<file path="src/rtl/bcd_to_binary_pkg.sv">
`default_nettype none
// ============================================================================
// Module      : bcd_to_binary_pkg
// Description : Shared widths, limits and FSM state encoding for the
//               reverse double-dabble BCD-to-binary converter.
// Revision    : 1.0 - initial release
// ============================================================================
package bcd_to_binary_pkg;

  // Datapath widths
  localparam int BCD_W       = 12;
  localparam int BIN_W       = 10;
  localparam int OUT_W       = 8;
  localparam int DIGIT_W     = 4;
  localparam int NUM_DIGITS  = 3;
  localparam int CNT_W       = 4;

  // One shift per binary result bit
  localparam int SHIFT_COUNT = 10;
  localparam logic [CNT_W-1:0] LAST_SHIFT = CNT_W'(SHIFT_COUNT - 1);

  // Largest value representable on the output; also the saturation code
  localparam logic [OUT_W-1:0] SAT_VALUE = 8'hFF;

  // Largest legal BCD digit
  localparam logic [DIGIT_W-1:0] DIGIT_MAX = 4'd9;

  // FSM state encoding
  typedef logic [1:0] state_t;
  localparam state_t ST_IDLE   = 2'd0;
  localparam state_t ST_SHIFT  = 2'd1;
  localparam state_t ST_FINISH = 2'd2;

  // True when a 4-bit field does not hold a decimal digit
  function automatic logic digitInvalid(input logic [DIGIT_W-1:0] digit);
    return digit > DIGIT_MAX;
  endfunction

endpackage
`default_nettype wire

</file>
<file path="src/rtl/bcd_to_binary_digit_adjust.sv">
`default_nettype none
// ============================================================================
// Module      : bcd_digit_adjust
// Description : Reverse double-dabble digit correction. After a right shift
//               a digit that reads 8 or more subtracts 3 so it stays a valid
//               decimal digit; values >= 8 cannot underflow.
// Revision    : 1.0 - initial release
// ============================================================================
module bcd_digit_adjust
  import bcd_to_binary_pkg::*;
(
  input  logic [DIGIT_W-1:0] iDigit,
  output logic [DIGIT_W-1:0] oDigit
);

  // Subtract 3 from any digit that reached the 8..15 range
  always_comb begin
    oDigit = iDigit;
    if (iDigit >= 4'd8) begin
      oDigit = iDigit - 4'd3;
    end
  end

endmodule
`default_nettype wire

</file>
<file path="src/rtl/bcd_to_binary.sv">
`default_nettype none
// ============================================================================
// Module      : bcd_to_binary
// Description : Sequential three-digit BCD to 8-bit binary converter with
//               start/done handshake, overflow saturation and digit-error
//               flag. One conversion in flight at a time.
// Revision    : 1.0 - initial release
// ============================================================================
module bcd_to_binary
  import bcd_to_binary_pkg::*;
(
  input  logic               iClk,
  input  logic               iRst_n,
  input  logic               iStart,
  input  logic [DIGIT_W-1:0] iHundreds,
  input  logic [DIGIT_W-1:0] iTens,
  input  logic [DIGIT_W-1:0] iUnits,
  output logic [OUT_W-1:0]   oBinary,
  output logic               oOverflow,
  output logic               oError,
  output logic               oBusy,
  output logic               oDone
);

  state_t                     r_state;
  logic [BCD_W-1:0]           r_bcd;
  logic [BIN_W-1:0]           r_bin;
  logic [CNT_W-1:0]           r_cnt;
  logic [OUT_W-1:0]           r_binary;
  logic                       r_overflow;
  logic                       r_error;
  logic                       r_busy;
  logic                       r_done;

  logic [BCD_W+BIN_W-1:0]     w_shifted;
  logic [BCD_W-1:0]           w_shiftBcd;
  logic [BIN_W-1:0]           w_shiftBin;
  logic [BCD_W-1:0]           w_adjBcd;
  logic                       w_inputError;

  // Joint right shift: the BCD LSB falls into the binary MSB
  assign w_shifted  = {r_bcd, r_bin} >> 1;
  assign w_shiftBcd = w_shifted[BCD_W+BIN_W-1:BIN_W];
  assign w_shiftBin = w_shifted[BIN_W-1:0];

  // Per-digit correction applied to the freshly shifted BCD
  generate
    for (genvar i = 0; i < NUM_DIGITS; i++) begin : g_digit
      bcd_digit_adjust u_adjust (
        .iDigit (w_shiftBcd[i*DIGIT_W +: DIGIT_W]),
        .oDigit (w_adjBcd[i*DIGIT_W +: DIGIT_W])
      );
    end
  endgenerate

  assign w_inputError = digitInvalid(iHundreds) | digitInvalid(iTens) |
                        digitInvalid(iUnits);

  // Control FSM, datapath and output registers
  always_ff @(posedge iClk or negedge iRst_n) begin
    if (!iRst_n) begin
      r_state    <= ST_IDLE;
      r_bcd      <= '0;
      r_bin      <= '0;
      r_cnt      <= '0;
      r_binary   <= '0;
      r_overflow <= 1'b0;
      r_error    <= 1'b0;
      r_busy     <= 1'b0;
      r_done     <= 1'b0;
    end else begin
      case (r_state)
        ST_IDLE: begin
          r_done <= 1'b0;
          if (iStart) begin
            r_bcd  <= {iHundreds, iTens, iUnits};
            r_bin  <= '0;
            r_cnt  <= '0;
            r_busy <= 1'b1;
            if (w_inputError) begin
              // Bad digit: report immediately, no shifting
              r_binary   <= '0;
              r_overflow <= 1'b0;
              r_error    <= 1'b1;
              r_done     <= 1'b1;
              r_state    <= ST_FINISH;
            end else begin
              r_state <= ST_SHIFT;
            end
          end
        end

        ST_SHIFT: begin
          r_bcd <= w_adjBcd;
          r_bin <= w_shiftBin;
          r_cnt <= r_cnt + 4'd1;
          if (r_cnt == LAST_SHIFT) begin
            // Final shift: the binary value is complete in w_shiftBin
            if (w_shiftBin > {2'b00, SAT_VALUE}) begin
              r_binary   <= SAT_VALUE;
              r_overflow <= 1'b1;
            end else begin
              r_binary   <= w_shiftBin[OUT_W-1:0];
              r_overflow <= 1'b0;
            end
            r_error <= 1'b0;
            r_done  <= 1'b1;
            r_state <= ST_FINISH;
          end
        end

        ST_FINISH: begin
          r_done  <= 1'b0;
          r_busy  <= 1'b0;
          r_state <= ST_IDLE;
        end

        default: begin
          r_done  <= 1'b0;
          r_busy  <= 1'b0;
          r_state <= ST_IDLE;
        end
      endcase
    end
  end

  assign oBinary   = r_binary;
  assign oOverflow = r_overflow;
  assign oError    = r_error;
  assign oBusy     = r_busy;
  assign oDone     = r_done;

endmodule
`default_nettype wire
</file>
<file path="config.mk">
export PLATFORM = sky130hd
export DESIGN_NAME = bcd_to_binary
export DESIGN_NICKNAME = d
export VERILOG_FILES = /design/src/rtl/bcd_to_binary_pkg.sv /design/src/rtl/bcd_to_binary_digit_adjust.sv /design/src/rtl/bcd_to_binary.sv
export SDC_FILE = /design/constraint.sdc
export NUM_CORES = 1
export LEC_CHECK = 0
export ABC_CLOCK_PERIOD_IN_PS = 1390
export CORE_MARGIN = 4
export CORE_UTILIZATION = 40
export CTS_CLUSTER_SIZE = 14
export DETAILED_ROUTE_END_ITERATION = 10
export SYNTH_ARGS = -nofsm -noshare
export SYNTH_HDL_FRONTEND = slang
export SYNTH_SLANG_ARGS = --single-unit
</file>
<file path="constraint.sdc">
create_clock -name iClk -period 1.39 [get_ports iClk]
set_input_delay 0.2085 -clock iClk [delete_from_list [all_inputs] [get_ports iClk]]
set_output_delay 0.2085 -clock iClk [all_outputs]
set_load 0.03 [all_outputs]
</file>
# Word level (Yosys, flattened, before mapping)
# Cells that the tools add are included.
# totals
in_bits,15
latch_bits,0
ram_bits,0
regBits,40
memories,0
word_cells,67
out_inout_bits,12
mem_bits_ro,0
# op_classes
muxes,33
magnitude_cmp,7
div_mod_pow,0
add_sub_neg,4
n_shift,0
n_eq_ne,5
reduce_logical,6
n_bitwise,3
multipliers,0
# op_table
op,n
$mux W8,4
$pmux W12 S2,1
$pmux W10 S2,1
$mux W4,4
$pmux W8 S2,1
$gt A4 B4 Y1 const B,3
$mux W12,1
$mux W1,11
$gt A10 B8 Y1 const B,1
$mux W10,1
$ge A4 B4 Y1 const B,2
$pmux W1 S2,4
$pmux W4 S2,1
$sub A4 B2 Y4 const B,2
$mux W2,3
$ne A2 B2 Y1 const B,3
$reduce_and A2 Y1,3
$add A4 B1 Y4 const B,1
$eq A4 B4 Y1 const B,1
$ge A3 B4 Y1 const B,1
$pmux W2 S2,1
$reduce_and A4 Y1,1
$sub A3 B2 Y4 const B,1
$eq A2 B1 Y1 const B,1
other kinds (4),5

# Depth between registers and ports, before layout
# Gate-level depths: netlist of the first run.
# logic_depth
depth_word,6
depth_mapped,6
ltp_nobuf,5

# Hierarchy
# From an unflattened synthesis of the first run, not the netlist that was laid out.
# unflattened
hier_cells,188
hier_area_um2,1944.4
# modules_own_cells
mod,cells_per_inst,n_inst,seq_area_each_um2,area_per_inst_um2
bcd_to_binary,155,1,975.9,1715.4
bcd_digit_adjust,11,3,0.0,76.3

# Worst setup path before layout of the first run
# Ideal clock, no wire load.
# synth_timing
path_kind,reg-to-reg
from,register r_cnt[1]
to,"register r_binary[0], in the netlist oBinary[0]"
period_less_slack_ps,1362
required_ps,1302
arrival_time_ps,1274
slack_ps,28
setup_time_ps,88
n_path_buf,1
stages_incl_launch_ff,7
cell_sequence,dfrtp_1 > inv_1 > ha_1 > and3b_1 > clkbuf_1 > o311ai_0 > o211ai_1
# synth_via
elab_chain_cells,3
# synth_lines
item,line_no,rtl
"start, declared",bcd_to_binary.sv:28,logic [CNT_W-1:0] r_cnt;
"start signal, assigned",bcd_to_binary.sv:96,r_cnt <= r_cnt + 4'd1;
$eq A4 B4 Y1,bcd_to_binary.sv:97,if (r_cnt == LAST_SHIFT) begin
$ne A2 B2 Y1 (no source line),--,
$reduce_and A4 Y1 (no source line),--,
"end signal, assigned",bcd_to_binary.sv:103,r_binary <= w_shiftBin[OUT_W-1:0];
"end, declared",bcd_to_binary.sv:29,logic [OUT_W-1:0] r_binary;
# No other way between the ends.
# A chain may end at the register's enable or synchronous reset.

# Worst setup path after layout of the first run
# layout_timing
from,register r_state[0]
to,"register r_binary[1], in the netlist oBinary[1]"
# layout_via
elab_chain_cells,3
word_cells_on_any_way,8
classes_between,4 x eq/ne; 1 x mux; 3 x reduce/logical
# layout_lines
item,line_no,rtl
"start, declared",bcd_to_binary.sv:25,state_t r_state;
"start signal, assigned",bcd_to_binary.sv:62,r_state <= ST_IDLE;
"start signal, assigned",bcd_to_binary.sv:86,r_state <= ST_FINISH;
"start signal, assigned",bcd_to_binary.sv:88,r_state <= ST_SHIFT;
$eq A2 B1 Y1 / $logic_not A2 Y1 (equally long branches),bcd_to_binary.sv:72,case (r_state)
$ne A2 B2 Y1 (no source line) / $reduce_bool A2 Y1 (equally long branches),--,
$reduce_and A4 Y1 (no source line),--,
# Parallel ways exist; a longest one is shown, timed or not.

==> results of run 1 <==
-- final cells by class --
cell class	instances	area, um^2	area share [%]
Clock buffer	5	68.8	2.59
Multi-Input combinational cell	119	891	33.5
Tap cell	67	83.8	3.16
Clock inverter	3	43.8	1.65
Timing Repair Buffer	61	534	20.1
Inverter	15	56.3	2.12
Sequential cell	39	978	36.8
-- what timing repair did --
| action | in CTS | in global routing |
|---|---|---|
| endpoints found under the hold margin | 39 | 0 |
| hold buffers | 1 | 0 |
| resized for setup | 13 | 7 |
| gates cloned | 0 | 1 |
| pin swaps | 0 | 1 |
| endpoints found under the setup margin | 14 | 16 |
-- logic make-up (layout without fill, tap and decap cells) --
| kind of cell | count (synthesis) | count (layout) | synth area share, % |
|---|---|---|---|
| flops | 39 | 39 | 49.8 |
| xor+xnor | 4 | 4 | 1.79 |
| fa+ha+maj | 6 | 6 | 3.83 |
| buf+inv | 28 | 84 | 6.19 |
| compound gates | 75 | 75 | 28.2 |
| mux | 2 | 2 | 1.09 |
| simple gates | 31 | 32 | 9.07 |
-- final timing paths --
path,endpoint,start,cells after the start
setup / recovery,oBinary[1],r_state[0],3
hold / removal,r_bcd[4],iRst_n,3
setup reg to reg,oBinary[1],r_state[0],3
hold reg to reg,r_bcd[9],r_bcd[9],2
max in group asynchronous,r_state[1],iRst_n,3
min in group iClk,r_bcd[9],r_bcd[9],2
-- state kept, by name (all words and copies together), names as in the netlist --
register and cells:
oOverflow 1, r_cnt 4, r_bcd 12, r_bin 9
r_state 2, oError 1, oBinary 8, oDone 1
oBusy 1
-- critical path, cell delays in order, from the launching register on --
cell and delay, ns:
dfrtp_2 0.48, or3b_4 0.48, o211ai_1 0.13, o211ai_1 0.12
-- routing by layer --
layer	wire, um	global-route usage [%]	part of all wire [%]
met5	0	0	0
met4	73	5.77	1.5
met3	231	3.83	4.8
met2	2240	26.5	47
met1	2260	23.3	47
-- through the flow --
stage / setup WS [ns] / TNS (ns) / power, mW / cell area [um^2]
2_1_floorplan: 0.0277 / 0 / 2.76 / 1960
3_3_place_gp: -0.188 / -4.74 / 3.46 / 2510
3_5_place_dp: -0.234 / -5.32 / 3.53 / 2510
4_1_cts: 0.0168 / 0 / 4.48 / 2630
5_1_grt: -0.0139 / -0.0202 / 4.82 / 2660
6_report: 0.0453 / 0 / 4.49 / 2660
-- synth_stat cells (all sizes together) (3+ instances only) --
library cell and number:
o21ai 15, clkbuf 6, buf 7, ha 6, nor2 3, nand2 12, a22o 11, a22oi 5
dfrtp 39, nand3 3, o211ai 19, inv 15, o311ai 8
-- report_power, final --
part / internal, mW / total, mW / switching, mW / leakage, nW
clock network: 0.534 / 0.950 / 0.415 / 0.0581
logic: 0.876 / 1.79 / 0.919 / 0.654
registers: 1.42 / 1.74 / 0.326 / 0.510
==> flow_summary.yaml, run 1 <==
placement:
  dp_hpwl_um: 3450
  gp_congestion: 0.814
  port_buffers: 26
  dp.cells: 299
timing:
  final_hold_viol_count: 0
  period_share_pct: 96.7
  worstMarginPinSlew_ns: 0.491
  slew_viol_final: 0
  fmax_ghz: 0.744
  setup_violations: 0
  fin_crit_ns: 1.34
  fin_skew_ns: 0.00580
  slew_headroom_pct: 67.3
  grt_setup_unrepaired: "yes"
  worst_hold_slack_ns: 0.482
clock_tree:
  clock-sinks: 39
  cts_setup_buffers: 0
  cts_root_buf: "clkbuf_8"
  clk_latency_ns: 0.29
  clk_pin_slew_worst_paths_ns: 0.08
  cts_tree: "done"
  cts_inserted_buffers: 5
  clockBufferDepth: 2
  cts_htree_levels: 2
synth:
  synthesis.instances: 185
  synth_top_cell_area_share_pct: 49.8
  async_reset_ff_share_pct: 100
  synth_seq_area_share_pct: 49.8
  synth_area_per_cell_um2: 10.6
  yosys_warnings: 0
  ys_types: 42
  synth.area.top_cells: "dfrtp_1 50%, o211ai_1 7.3%, a22o_1 4.9%, ha_1 3.8%, o21ai_0 3.8%"
  synthesis.nets: 206
  ys.flop_type: "dfrtp_1"
  synth_edf_count: 0
  syn_area_um2: 1960
  synth_largest_area_cell: "dfrtp_1"
  ys_ff_latch: 39
pwr:
  vdd_drop_max_v: 0.000808
  powerDensity_nw_per_um2: 1690
  leakage_nw: 1.22
die:
  start_util_pct: 41.5
  die_h_um: 78.0
  rows: 25
  coreArea_um2: 4720
  die_x_um: 78.0
  ioPinCount: 27
  die_area_um2: 6080
critical_path:
  end_kind: "flop"
  regToRegSetupSlack_ns: 0.05
  worstPathArrival_ns: 1.50
  critPathKind: "flop to flop"
  crit_path_max_fanout: 12
  cp_data_required_time_ns: 1.55
  start_kind: "flop"
grt:
  grt_pass1_vias: 1732
  grt_max_degree: 40
  grt_usage_pct: 17.0
  antenna_found_initial: 0
  overflow: 0
  grt_pass1_wl_um: 8260
worst_hold_path:
  min_path_type: "input port to asynchronous set/reset pin"
drt:
  first_iter_violations: 116
  viasPerCell: 5.48
  firstDrtPassIters: 4
  wl_per_cell_um: 15.5
  routed-via-count: 1693
  drtAntennaViolNets: 0
  drc: 0
  drt_wl_total_um: 4800
layout:
  nets: 262
  final_common_cell: "dfrtp_1"
  areaGrowthSynthToFinish_pct: 35.6
  drive_above_1_share_pct: 24.0
  antennaDiodeCount: 0
  filler_cell_count: 429
  final_core_util_pct: 56.2
  final-instance-count-excl-fill: 309
  layout.cells.most_common_list: "37 x dfrtp_1, 31 x buf_4, 19 x o211ai_1"
run_status:
  status: "finished, final reports clean"
run:
  drv_cap: 0
Note: power is estimated with default switching activity, not from simulation.
==> run 2: changes to the inputs <==
DONT_BUFFER_PORTS = 1   (was unset)
==> flow_summary.yaml, run 2 (same netlist as run 1, synthesis figures left out) <==
grt:
  antenna_found_initial: 0
  grt_pass1_vias: 1577
  overflow: 0
  grt_usage_pct: 16.0
  grt_max_degree: 40
  grt_pass1_wl_um: 7730
critical_path:
  cp_num_cells: 3
  crit_buf_inv: 0
  cp_data_required_time_ns: 1.55
  slowest_delay_ns: 0.49
  crit_path_max_fanout: 10
  crit_chain: "or3b_4 > o211ai_1 > o211ai_1"
  end_kind: "flop"
  worst_r2r_path_depth: 3
  worstPathArrival_ns: 1.49
  regToRegSetupSlack_ns: 0.06
  cpLargestDelayFamily: "flip-flops"
  cpMostUsedCell: "o211ai_1"
  start_kind: "flop"
  critPathKind: "flop to flop"
  crit_slowest_cell: "dfrtp_2"
placement:
  dp_hpwl_um: 3190
  placed_area_um2: 2150
  gp_congestion: 0.841
  dpl_worst_slack_ns: -0.00671
  dp.cells: 258
  port_buffers: 0
drt:
  viasPerCell: 5.72
  drtAntennaViolNets: 0
  drc: 0
  wl_per_cell_um: 17.7
  drt_wl_total_um: 4790
  routed-via-count: 1549
  firstDrtPassIters: 4
  first_iter_violations: 114
timing:
  setup_violations: 0
  slew_headroom_pct: 67.5
  worst_hold_slack_ns: 0.0495
  worst_slack_ns: 0.0552
  grt_setup_unrepaired: "yes"
  worstMarginPinSlew_ns: 0.482
  fmax_ghz: 0.749
  period_share_pct: 96.0
  fin_crit_ns: 1.33
  fin_tns_setup_ns: 0
  fin_skew_ns: 0.00802
  final_hold_viol_count: 0
  slew_viol_final: 0
die:
  coreArea_um2: 4720
  die_x_um: 78.0
  die_area_um2: 6080
  start_util_pct: 41.5
  ioPinCount: 27
  die_h_um: 78.0
  rows: 25
clock_tree:
  clockBufferDepth: 2
  cts_inserted_buffers: 5
  cts_root_buf: "clkbuf_8"
  cts_htree_levels: 2
  clk_pin_slew_worst_paths_ns: 0.08
  clk_latency_ns: 0.29
  cts_tree: "done"
  clock-sinks: 39
layout:
  drive_above_1_share_pct: 22.1
  areaGrowthSynthToFinish_pct: 20.6
  final_core_util_pct: 50.0
  antennaDiodeCount: 0
  filler_cell_count: 425
  layout.cells.most_common_list: "37 x dfrtp_1, 19 x o211ai_1, 17 x buf_4"
  finalInstanceArea_um2: 2360
  nets: 224
  largest_register: "r_bcd"
  final_common_cell: "dfrtp_1"
  final-instance-count-excl-fill: 271
  largest_register_ff_count: 12
pwr:
  vdd_drop_max_v: 0.000880
  powerDensity_nw_per_um2: 1870
  power_mw: 4.43
  leakage_nw: 1.04
run_status:
  status: "finished, final reports clean"
worst_hold_path:
  min_path_type: "input port to flop"
  hold_depth: 1
run:
  drv_cap: 0
-- run 2: cell count changes in the layout (fill, tap and decap cells not counted), moves of 4 or more --
| cell | change |
|---|---|
| dlygate4sd2_1 | -12 |
| clkdlybuf4s50_1 | -13 |
| buf_4 | -14 |
| o311ai_0 | -5 |
| o311ai_1 | +4 |
-- run 2: path summary, 6_finish.rpt --
kind,end,start
min,r_bcd[11],iHundreds[3]
max reg2reg,oBinary[6],r_state[0]
min in group asynchronous,r_bcd[3],iRst_n
max in group asynchronous,r_state[0],iRst_n
max,oBinary[6],r_state[0]
min reg2reg,r_bcd[10],r_bcd[10]
-- run 2: routing by layer --
| layer | up-vias | GRT usage [%] | wire length [um] |
|---|---|---|---|
| li1 | 726 | - | - |
| met1 | 775 | 20.9 | 2120 |
| met2 | 38 | 25.6 | 2360 |
| met3 | 10 | 4.18 | 226 |
| met4 | 0 | 6.12 | 82 |
| met5 | - | 0 | 0 |
-- run 2: what timing repair did --
action | 4_1_cts | 5_1_grt
gates resized for setup | 1 | 15
gates cloned | 0 | 2
endpoints found under the hold margin | 39 | 0
setup endpoints to repair | 3 | 13
pin swaps | 0 | 5
hold buffers | 2 | 0
buffers inserted | 0 | 1
-- run 2: worst register-to-register path: cells and delay by family (launching register included) --
kind / cells / cell delay (ns)
compound gates: 2 / 0.24
flops: 1 / 0.49
simple gates: 1 / 0.48
-- run 2: layout make-up --
type / count / area [um^2] / share of cell area, %
Clock buffer: 5 / 68.8 / 2.91
Clock inverter: 3 / 43.8 / 1.85
Inverter: 15 / 56.3 / 2.38
Multi-Input combinational cell: 120 / 923 / 39.1
Sequential cell: 39 / 978 / 41.4
Tap cell: 67 / 83.8 / 3.55
Timing Repair Buffer: 22 / 209 / 8.84
-- run 2: power breakdown --
part	switching [mW]	internal, mW	leakage [nW]	total (mW)
Combinational	0.847	0.815	0.470	1.66
Sequential	0.405	1.41	0.510	1.82
Clock	0.414	0.535	0.0581	0.949
